## src/rtl/ps2_key_history.sv

```systemverilog
// Pops set-2 scan codes from the PS/2 receiver FIFO, parses E0/F0 prefixes,
// keeps a make-code history, tracks the held key and counts presses in BCD.
module ps2_key_history #(
    parameter int DEPTH         = 3,
    parameter int REPEAT_FILTER = 1
) (
    input  logic                         clk,
    input  logic                         rst,
    input  logic [7:0]                   kb_data,
    input  logic                         kb_ready,
    input  logic                         kb_overflow,
    output logic                         kb_nextdata_n,
    input  logic                         disp_mode,
    output logic [8*DEPTH-1:0]           hist,
    output logic [$clog2(DEPTH+1)-1:0]   hist_cnt,
    output logic                         key_down,
    output logic [7:0]                   key_code,
    output logic                         key_ext,
    output logic [7:0]                   press_cnt,
    output logic                         ovf_err,
    output logic [14*DEPTH-1:0]          hex
);

    localparam int CW = $clog2(DEPTH+1);

    typedef enum logic [1:0] {H_IDLE, H_POP, H_GAP} hs_t;
    typedef enum logic [1:0] {P_NORM, P_EXT, P_BRK, P_EXTBRK} ps_t;

    hs_t        hs_q, hs_d;
    ps_t        ps_q, ps_d;
    logic [7:0] byte_q;
    logic       do_make, do_break, ev_ext;
    logic       key_match, accept_make;

    function automatic logic [6:0] seg7(input logic [3:0] v);
        case (v)
            4'h0: seg7 = 7'h40;  4'h1: seg7 = 7'h79;  4'h2: seg7 = 7'h24;  4'h3: seg7 = 7'h30;
            4'h4: seg7 = 7'h19;  4'h5: seg7 = 7'h12;  4'h6: seg7 = 7'h02;  4'h7: seg7 = 7'h78;
            4'h8: seg7 = 7'h00;  4'h9: seg7 = 7'h10;  4'hA: seg7 = 7'h08;  4'hB: seg7 = 7'h03;
            4'hC: seg7 = 7'h46;  4'hD: seg7 = 7'h21;  4'hE: seg7 = 7'h06;  default: seg7 = 7'h0E;
        endcase
    endfunction

    function automatic logic [7:0] bcd_inc(input logic [7:0] v);
        if (v[3:0] != 4'd9)      bcd_inc = {v[7:4], v[3:0] + 4'd1};
        else if (v[7:4] != 4'd9) bcd_inc = {v[7:4] + 4'd1, 4'd0};
        else                     bcd_inc = 8'h00;
    endfunction

    always_ff @(posedge clk) begin
        if (rst) begin
            hs_q <= H_IDLE;
            ps_q <= P_NORM;
        end else begin
            hs_q <= hs_d;
            ps_q <= ps_d;
        end
    end

    always_comb begin
        hs_d = hs_q;
        case (hs_q)
            H_IDLE:  if (kb_ready) hs_d = H_POP;
            H_POP:   hs_d = H_GAP;
            H_GAP:   hs_d = H_IDLE;
            default: hs_d = H_IDLE;
        endcase
    end

    // The parser only advances in H_POP, on the byte captured in H_IDLE.
    always_comb begin
        ps_d     = ps_q;
        do_make  = 1'b0;
        do_break = 1'b0;
        ev_ext   = 1'b0;
        if (hs_q == H_POP) begin
            case (ps_q)
                P_NORM: begin
                    if (byte_q == 8'hE0)      ps_d = P_EXT;
                    else if (byte_q == 8'hF0) ps_d = P_BRK;
                    else                      do_make = 1'b1;
                end
                P_EXT: begin
                    if (byte_q == 8'hF0)      ps_d = P_EXTBRK;
                    else if (byte_q == 8'hE0) ps_d = P_EXT;
                    else begin
                        do_make = 1'b1;
                        ev_ext  = 1'b1;
                        ps_d    = P_NORM;
                    end
                end
                default: begin
                    ps_d     = P_NORM;
                    ev_ext   = (ps_q == P_EXTBRK);
                    do_break = (byte_q != 8'hE0) && (byte_q != 8'hF0);
                end
            endcase
        end
    end

    assign key_match   = key_down && (key_ext == ev_ext) && (key_code == byte_q);
    assign accept_make = do_make && !((REPEAT_FILTER != 0) && key_match);

    always_ff @(posedge clk) begin
        if (rst) begin
            kb_nextdata_n <= 1'b1;
            byte_q        <= '0;
            hist          <= '0;
            hist_cnt      <= '0;
            key_down      <= 1'b0;
            key_code      <= '0;
            key_ext       <= 1'b0;
            press_cnt     <= 8'h00;
            ovf_err       <= 1'b0;
        end else begin
            kb_nextdata_n <= !((hs_q == H_IDLE) && kb_ready);
            if ((hs_q == H_IDLE) && kb_ready)
                byte_q <= kb_data;
            if (kb_overflow)
                ovf_err <= 1'b1;
            if (accept_make) begin
                hist <= {hist[8*DEPTH-9:0], byte_q};
                if (hist_cnt != CW'(DEPTH))
                    hist_cnt <= hist_cnt + 1'b1;
                press_cnt <= bcd_inc(press_cnt);
                key_down  <= 1'b1;
                key_code  <= byte_q;
                key_ext   <= ev_ext;
            end else if (do_break && key_match) begin
                key_down <= 1'b0;
            end
        end
    end

    always_comb begin
        hex = '1;
        if (!disp_mode) begin
            for (int unsigned k = 0; k < DEPTH; k++) begin
                if (k < 32'(hist_cnt)) begin
                    hex[14*k +: 7]   = seg7(hist[8*k +: 4]);
                    hex[14*k+7 +: 7] = seg7(hist[8*k+4 +: 4]);
                end
            end
        end else begin
            if (key_down) begin
                hex[6:0]  = seg7(key_code[3:0]);
                hex[13:7] = seg7(key_code[7:4]);
            end
            hex[20:14] = seg7(press_cnt[3:0]);
            hex[27:21] = seg7(press_cnt[7:4]);
        end
    end

endmodule
```

## config.mk

```make
export PLATFORM = sky130hd
export DESIGN_NAME = ps2_key_history
export DESIGN_NICKNAME = d
export VERILOG_FILES = /design/src/rtl/ps2_key_history.sv
export SDC_FILE = /design/constraint.sdc
export NUM_CORES = 1
export LEC_CHECK = 0
export BUFFER_PORTS_ARGS = -buffer_cell sky130_fd_sc_hd__buf_2
export CAP_MARGIN = 20
export CORE_ASPECT_RATIO = 1.75
export CORE_UTILIZATION = 52
export DETAILED_ROUTE_END_ITERATION = 8
export MAX_ROUTING_LAYER = met4
export PLACE_DENSITY = 0.8
export REMOVE_ABC_BUFFERS = 1
export SYNTH_ARGS = -nofsm -noshare
export SYNTH_HDL_FRONTEND = slang
export SYNTH_SLANG_ARGS = --single-unit
```

## constraint.sdc

```tcl
create_clock -name clk -period 2.8 [get_ports clk]
set_input_delay 0.28 -clock clk [delete_from_list [all_inputs] [get_ports clk]]
set_output_delay 0.28 -clock clk [all_outputs]
set_load 0.1 [all_outputs]
```

======== Word-level counts from Yosys, hierarchy flattened ========
Memory sizes are Yosys's and may differ from the RTL's. A register that Yosys moved wholly into a read port is not among the register bits.
Cells that the tools add are included.
W data, S select, Z words.
word-level totals
  memories kept ........................... 10
  bits in read-only memories .............. 1,120
  register bits after elaboration ......... 58
  output and inout port bits .............. 88
  bits of input ports ..................... 13
operators by class
  mux-type cells .......................... 47
  bitwise gates (word level) .............. 1
  add/subtract/negate cells ............... 3
  equal/unequal tests ..................... 14
  reduce and logical (&&, ||, !) cells .... 15
  $lt $le $gt $ge ......................... 3
memories
  memory           words  bits a word  rd ports  clocked after memory_dff  write ports  RTL line  source
  (no name shown)  16     7            1         1                         0            36        case (v)
  (no name shown)  16     7            1         1                         0            36
  (no name shown)  16     7            1         1                         0            36
  (no name shown)  16     7            1         1                         0            36
  (no name shown)  16     7            1         1                         0            36
  (no name shown)  16     7            1         1                         0            36
  +4 memories      --     --           --        --                        --           --
operators with widths
  kind                   count
  $mux W4                21
  $mux W14               5
  $mux W28               1
  $eq A8 B8 Y1 const B   2
  $ne A8 B8 Y1 const B   2
  $mux W1                11
  $add A4 B1 Y4 const B  2
  $eq A8 B8 Y1           1
  $mux W2                4
  $mux W8                1
  $ne A4 B4 Y1 const B   2
  $pmux W2 S2            2
  $logic_and A1 B1 Y1    6
  $reduce_and A2 Y1      3
  $eq A2 B1 Y1 const B   2
  $logic_not A2 Y1       2
  $lt A1 B2 Y1 const A   2
  $ne A2 B2 Y1 const B   2
  $pmux W1 S2            2
  $ne A3 B3 Y1 const B   1
  $add A2 B1 Y2 const B  1
  $eq A2 B2 Y1 const B   1
  $logic_not A1 Y1       2
  $lt A2 B2 Y1 const A   1
  4 further kinds        4

======== Depth between registers and ports, before layout ========
Gate-level depths: netlist of run 1.
  depth in word-level cells ............... 13
  depth in mapped cells ................... 15

======== Least setup slack after synthesis of run 1 ========
Ideal clock, no wire load.
  kind .................................... reg-to-reg
  from .................................... register hist[0]
  to ...................................... register with a tool-made name
  data required time ...................... 2.666 ns
  stages on the path, launching flop included .. 14
  path slack .............................. -0.991 ns
  clock period less this slack ............ 3.791 ns
  arrival time ............................ 3.656 ns
  buffers on the path ..................... 4
  cell sequence ........................... dfxtp_1 buf_2 xnor2_1 nand2_1 o31ai_4 buf_6 buf_6 buf_2 nand2_1 a21oi_1 inv_1 ha_1 inv_1 mux4_2
RTL lines
  what                    RTL line  source
  start, declared         14        output logic [8*DEPTH-1:0] hist,
  start signal, assigned  122       hist <= {hist[8*DEPTH-9:0], byte_q};

==> metrics.txt, run 1 <==
status complete, no violations; crit-path max FO 13; drt via density approximately 5.5; core area 12000 sq um; Post-synth EDFFs 0; final setup margin 6.53 ps; depth of the CTS H-tree 3; vias in the first global route 5517; cts-stage hold buffer count 0; crit share post-route roughly 100%; CTS Sinks roughly 110; routed len/inst around 16 microns; DR WL met2 8.91 mm; Buf/Inv on CP 4; Least-Margin Pin Slew around 620 ps; CP most frequent cell buf_4; Hold Path Depth 3; asr flop ratio synth 0%; Pins Over Slew Limit 0; via count 5905; Syn. warnings 0; share of post-route cells with drive strength above 1 26.3%; met3 WL 752 microns; final setup fails 0; Placed Instance Area between 7000 and 8000 sq um; Pre-Repair DR Iteration Count 5; Post-DRT Antenna Nets 0; FF-to-FF path depth 11; Worst Path Required about 3000 ps; # IOs 101; Slowest-stage cell, CP mux4_2; Slew HR about three fifths; met1 WL roughly 6.2 mm; CTS Root Cell clkbuf_16; Synth Instances around 750; Power Density between 400 and 500 nW/um^2; I/O Buffers 100; largest stage delay on the critical path roughly 460 ps; Final #Nets roughly 960; setup TNS 0 ps; register area share after synthesis approximately 33%; initial antenna violation count 0; syn avg cell area around 8.5 sq um; Leak between 3 and 4 nW; Cell Rows between 50 and 60; highest routed layer met4; Iter 0 DRT Violations between 300 and 400; area grow syn2layout 22.3%; Max Cap Viol 0; Initial Util 53.2%; WS Path Type reg2reg; Worst setup EP type flip-flop; CTS Buf Count 9; Final Hold Vio Count 0; register bit total from synthesis roughly 110; Final min period between 2000 and 3000 ps; CTS tree yes; DP Wirelength about 12 mm; Final Routed Wirelength between 15 and 20 mm; die span in y around 150 microns; wire length of the first global-routing pass ~26 mm; drc violations 0; Post-synth top flop dfxtp_1; CP arrival 3020 ps; Crit. path cell count 11; Peak VDD IR around 340 uV; FMAX 0.358 GHz; library cells used by synthesis 66; ordered cell list for the critical path buf_4 > nand4b_1 > buf_4 > o21a_2 > o31ai_4 > buf_12 > nand2_1 > a21oi_1 > inv_1 > ha_1 > mux4_2; die area 12800 sq um; GR Util All Layers between 20% and 30%; Top Family by Delay on Critical Path buffers and inverters; final instance area 7810 sq um; synthesized cell area ~6400 sq um; worst skew pair latency ~350 ps; setup slack, reg-to-reg 7 ps; grt ovf 0; DP Worst Slack -66.6 ps; RSZ-0062 raised after global routing true; worst hold path type in2reg; gp weighted congestion just over 0.9; worst-case clock buffer depth 2; CTS clock-pin slew for the worst setup and hold paths 70 ps; pin count of the biggest net entering global routing 59; die width approximately 86 microns; Setup crit start kind flip-flop; Clock Skews 8.26 ps; Ant. Diodes 0
## stage by stage
step	util (%)	cells	hold slack (ps)	total power, mW
floorplan	-	702	349	2.14
global route	65.1	1065	144	3.63
global placement	61.4	1036	448	2.33
detailed placement	61.4	1036	457	2.34
finish	65.1	1065	130	3.52
CTS	64.2	1057	125	3.51
## tightest hold or removal path, delay by kind of cell
family | cells | cell delay, ps
simple gates | 2 | 90
buf+inv | 1 | 70
## per-layer routing
| layer | track usage, % | vias up |
|---|---|---|
| li1 | - | 2865 |
| met1 | 27.0 | 2772 |
| met2 | 47.8 | 203 |
| met3 | 3.33 | 65 |
| met4 | 14.3 | 0 |
| met5 | - | - |
## layout by cell type (no fill, tap or decap), drive strengths merged, types with 7 or more instances in the layout
| cell | count |
|---|---|
| buf | 182 |
| o32ai | 7 |
| nand3b | 11 |
| nor2 | 67 |
| xnor2 | 12 |
| nand2 | 50 |
| ha | 50 |
| nor3b | 12 |
| nand2b | 40 |
| a21oi | 70 |
| inv | 70 |
| nor3 | 7 |
| dfxtp | 106 |
| a31oi | 13 |
| or3 | 9 |
| nor2b | 10 |
| nand3 | 10 |
| o21ai | 18 |
| mux2i | 45 |
| o22ai | 29 |
| clkbuf | 11 |
## cells by family after synthesis
family	Yosys count	share of synthesized area, %
AOI/OAI and AO/OA	174	18.0
xor gates and xnor gates	12	1.65
adders and majority gates	50	9.79
buffers and inverters	116	8.15
DFF	106	33.2
muxes	52	9.40
and+or+nand+nor	238	19.8
## cells in the mapped netlist, types with 3 or more instances
| library cell | number | area, sq um |
|---|---|---|
| a21o_1 | 6 | 45.0 |
| a21oi_1 | 69 | 345 |
| a31oi_1 | 12 | 75.1 |
| a32o_1 | 5 | 50.1 |
| and2_1 | 3 | 18.8 |
| buf_2 | 8 | 40.0 |
| buf_4 | 10 | 75.1 |
| buf_6 | 5 | 56.3 |
| clkbuf_1 | 21 | 78.8 |
| dfxtp_1 | 106 | 2120 |
| ha_1 | 50 | 626 |
| inv_1 | 69 | 259 |
| mux2i_1 | 45 | 450 |
| mux4_2 | 5 | 113 |
| nand2_1 | 50 | 188 |
| nand2b_1 | 40 | 250 |
| nand3_1 | 10 | 50.1 |
| nand3b_1 | 11 | 82.6 |
| nand4_1 | 3 | 18.8 |
| nor2_1 | 59 | 221 |
| nor2_2 | 7 | 43.8 |
| nor2b_1 | 9 | 56.3 |
| nor3_1 | 7 | 35.0 |
| nor3b_1 | 10 | 75.1 |
| nor4_1 | 3 | 18.8 |
| o21ai_0 | 17 | 85.1 |
| o21bai_1 | 4 | 30.0 |
| o22ai_1 | 29 | 181 |
| o31ai_1 | 3 | 22.5 |
| o32ai_1 | 7 | 61.3 |
| or3_1 | 9 | 56.3 |
| xnor2_1 | 12 | 105 |
## final cells by class
type                            instances  area, sq um
Fill cell                             997         4190
Multi-Input combinational cell        526         3810
Sequential cell                       106         2120
Timing Repair Buffer                  182         1130
Inverter                               70          263
Clock buffer                           11          243
Tap cell                              165          206
Clock inverter                          5         30.0
## path summary, 6_finish.rpt
path,startpoint,endpoint
hold reg to reg,ovf_err$_SDFFE_PP0P_,ovf_err$_SDFFE_PP0P_
setup reg to reg,byte_q[3]$_SDFFE_PP0P_,flip-flop
setup / recovery,byte_q[3]$_SDFFE_PP0P_,flip-flop
hold / removal,kb_overflow,ovf_err$_SDFFE_PP0P_
## timing repair
item | in CTS | in global routing
endpoints found under the setup margin | 11 | 21
resized for setup | 4 | 10
setup buffers | 5 | 8
pin swaps | 4 | 2
## report_power, final
group          internal (mW)  switching (mW)
combinational          0.202           0.581
sequential              1.54          0.0230
clock                  0.623           0.553
total                   2.37            1.16
No activity file was read; power rests on OpenSTA's default activity.
==> run 2: changes to the inputs <==
--- a/config.mk
+++ b/config.mk
@@ -8,10 +8,10 @@
 export BUFFER_PORTS_ARGS = -buffer_cell sky130_fd_sc_hd__buf_2
 export CAP_MARGIN = 20
 export CORE_ASPECT_RATIO = 1.75
-export CORE_UTILIZATION = 52
+export CORE_UTILIZATION = 62
 export DETAILED_ROUTE_END_ITERATION = 8
 export MAX_ROUTING_LAYER = met4
-export PLACE_DENSITY = 0.8
+export PLACE_DENSITY = 0.89
 export REMOVE_ABC_BUFFERS = 1
 export SYNTH_ARGS = -nofsm -noshare
 export SYNTH_HDL_FRONTEND = slang
==> constraint.sdc (replaced) <==
create_clock -name clk -period 3.31 [get_ports clk]
set_input_delay 0.331 -clock clk [delete_from_list [all_inputs] [get_ports clk]]
set_output_delay 0.331 -clock clk [all_outputs]
set_load 0.005 [all_outputs]
==> metrics.txt, run 2 (synthesis gave the netlist of run 1 again) <==
crit share post-route 94.3% (-5.5 points); Multi-input gate area 3770 sq um (-0.99%); final setup margin 189 ps (+183 ps); grt ovf 0 (unchanged); Final #Nets 909 (-5.1%); wire length of the first global-routing pass 26.0 mm (+1.3%); # IOs 101 (unchanged); drc violations 0 (unchanged); commonest non-fill, non-tap cell in the layout dfxtp_1; Pre-Repair DR Iteration Count 6 (+1); Placed Instance Area 7040 sq um (-4.4%); DP Worst Slack 223 ps (+290 ps); area grow syn2layout 15.7%; Pins Over Slew Limit 0 (unchanged); Final Hold Vio Count 0 (unchanged); CTS clock-pin slew for the worst setup and hold paths 70 ps (about the same); depth of the CTS H-tree 3 (unchanged); gp weighted congestion 0.942 (+2.0%); crit-path max FO 22 (+9); final instance area 7390 sq um (-5.4%); commonest cells after routing, fill and taps aside 105 x dfxtp_1, 99 x buf_2, 69 x inv_1, 69 x a21oi_1, 59 x nor2_1; die span in y 136 microns (-8.3%); Logic pwr share 11.9% (-10 points); Cell Rows 48 (-9.4%); Final min period 3120 ps (+327 ps); Max Cap Viol 0 (unchanged); die width 78.7 microns (-8.2%); core area 9910 sq um (-17%); Ant. Diodes 0 (unchanged); cts-stage hold buffer count 0 (unchanged); CP arrival 3350 ps (+330 ps); Power Internal 2.12 mW (-11%); final setup fails 0 (unchanged); FMAX 0.320 GHz (-10%); share of post-route cells with drive strength above 1 20.8% (-5.5 points); status complete, no violations; Slew HR 47.7% (-11 points); Hold Worst Slack 177 ps (+47.2 ps); CTS tree yes; Final Routed Wirelength 17.0 mm (+2.5%); RSZ-0062 raised after global routing false; worst skew pair latency 360 ps (about the same); Finished Layout Cells 975 (-8.5%); total power 2.81 mW (-20%); via count 5984 (+1.3%); CTS Buf Count 9 (unchanged); register cell area after layout 2120 sq um (unchanged); Peak VDD IR 304 uV (-10%); Least-Margin Pin Slew 782 ps (+157 ps); vias in the first global route 5522 (+0.091%); Setup crit start kind flip-flop; Post-DRT Antenna Nets 0 (unchanged); Worst setup EP type flip-flop; DP Wirelength 12.3 mm (+1.1%); CTS Sinks 106 (unchanged); worst hold path type in2reg; Iter 0 DRT Violations 509 (+41%); I/O Buffers 100 (unchanged); Worst Path Required 3540 ps (+520 ps); Clock Skews 7.76 ps (-0.507 ps); routed len/inst 17.4 microns (+12%); CTS Root Cell clkbuf_16; drt via density 6.14 (+11%); setup TNS 0 ps (unchanged); GR Util All Layers 32.2% (+5.9 points); initial antenna violation count 0 (unchanged); pin count of the biggest net entering global routing 67 (+14%); die area 10700 sq um (-16%); Core Util, Final 74.6% (+9.5 points); worst-case clock buffer depth 2 (unchanged); dpl cells 958 (-7.5%); sw frac 24.5% (-8.3 points); Filler cells 705 (-29%); Initial Util 64.5% (+11 points); Leak 3.01 nW (-7.3%); P_sw 689 uW (-40%); WS Path Type reg2reg; Power Density 380 nW/um^2 (-16%); Clock Power Share 40.7% (+7.3 points); power share of the sequential group 47.5% (+3.1 points)
run 2: cell count changes in the layout (fill, tap and decap cells not counted), sizes merged:
cell	delta
buf	-50
bufinv	+2
clkinv	-2
a31oi	+1
clkinvlp	-1
run 2: worst max-delay path, cell delays in order, from the launching register on:
cell and delay, ps:
dfxtp_1 460, xnor2_1 180, nand4_1 310, o31ai_4 400
buf_12 210, buf_4 150, nand2_1 70, a21oi_1 360
ha_1 260, inv_1 70, and2_1 160, o32ai_1 360
run 2: power by group through the flow:
stage	Clock (mW)	Sequential, mW	Combinational [mW]
after floorplan	0	1.36	0.179
after CTS	1.14	1.33	0.322
after global placement	0	1.36	0.307
after global routing	1.19	1.34	0.353
after detailed placement	0	1.36	0.318
final	1.14	1.33	0.333
run 2: worst paths after layout:
| check | to | start | slack [ps] | cells after the start |
|---|---|---|---|---|
| worst max-delay path | flip-flop | hist[1]$_SDFFE_PP0N_ | 190 | 11 |
| worst max register to register | flip-flop | hist[1]$_SDFFE_PP0N_ | 190 | 11 |
| worst min register to register | ovf_err$_SDFFE_PP0P_ | ovf_err$_SDFFE_PP0P_ | 470 | 2 |
| worst min-delay path | ovf_err$_SDFFE_PP0P_ | kb_overflow | 180 | 3 |
run 2: final cells by class:
type / count / area share (%)
Multi-Input combinational cell: 527 / 51.1
Sequential cell: 106 / 28.7
Timing Repair Buffer: 132 / 10.2
Inverter: 70 / 3.56
Clock buffer: 11 / 3.28
Tap cell: 125 / 2.12
Clock inverter: 4 / 1.03
run 2: timing repair:
| item | CTS | global route |
|---|---|---|
| buffers inserted | 0 | 1 |
| endpoints found under the setup margin | 0 | 3 |
| hold endpoints to repair | 0 | 0 |
| gates resized for setup | 0 | 2 |
run 2: per-layer routing:
metal  wire length (microns)  GRT usage [%]
met2                    9080           59.1
met5                       0              -
met3                    1070           3.76
met1                    6020           31.9
met4                     808           19.4
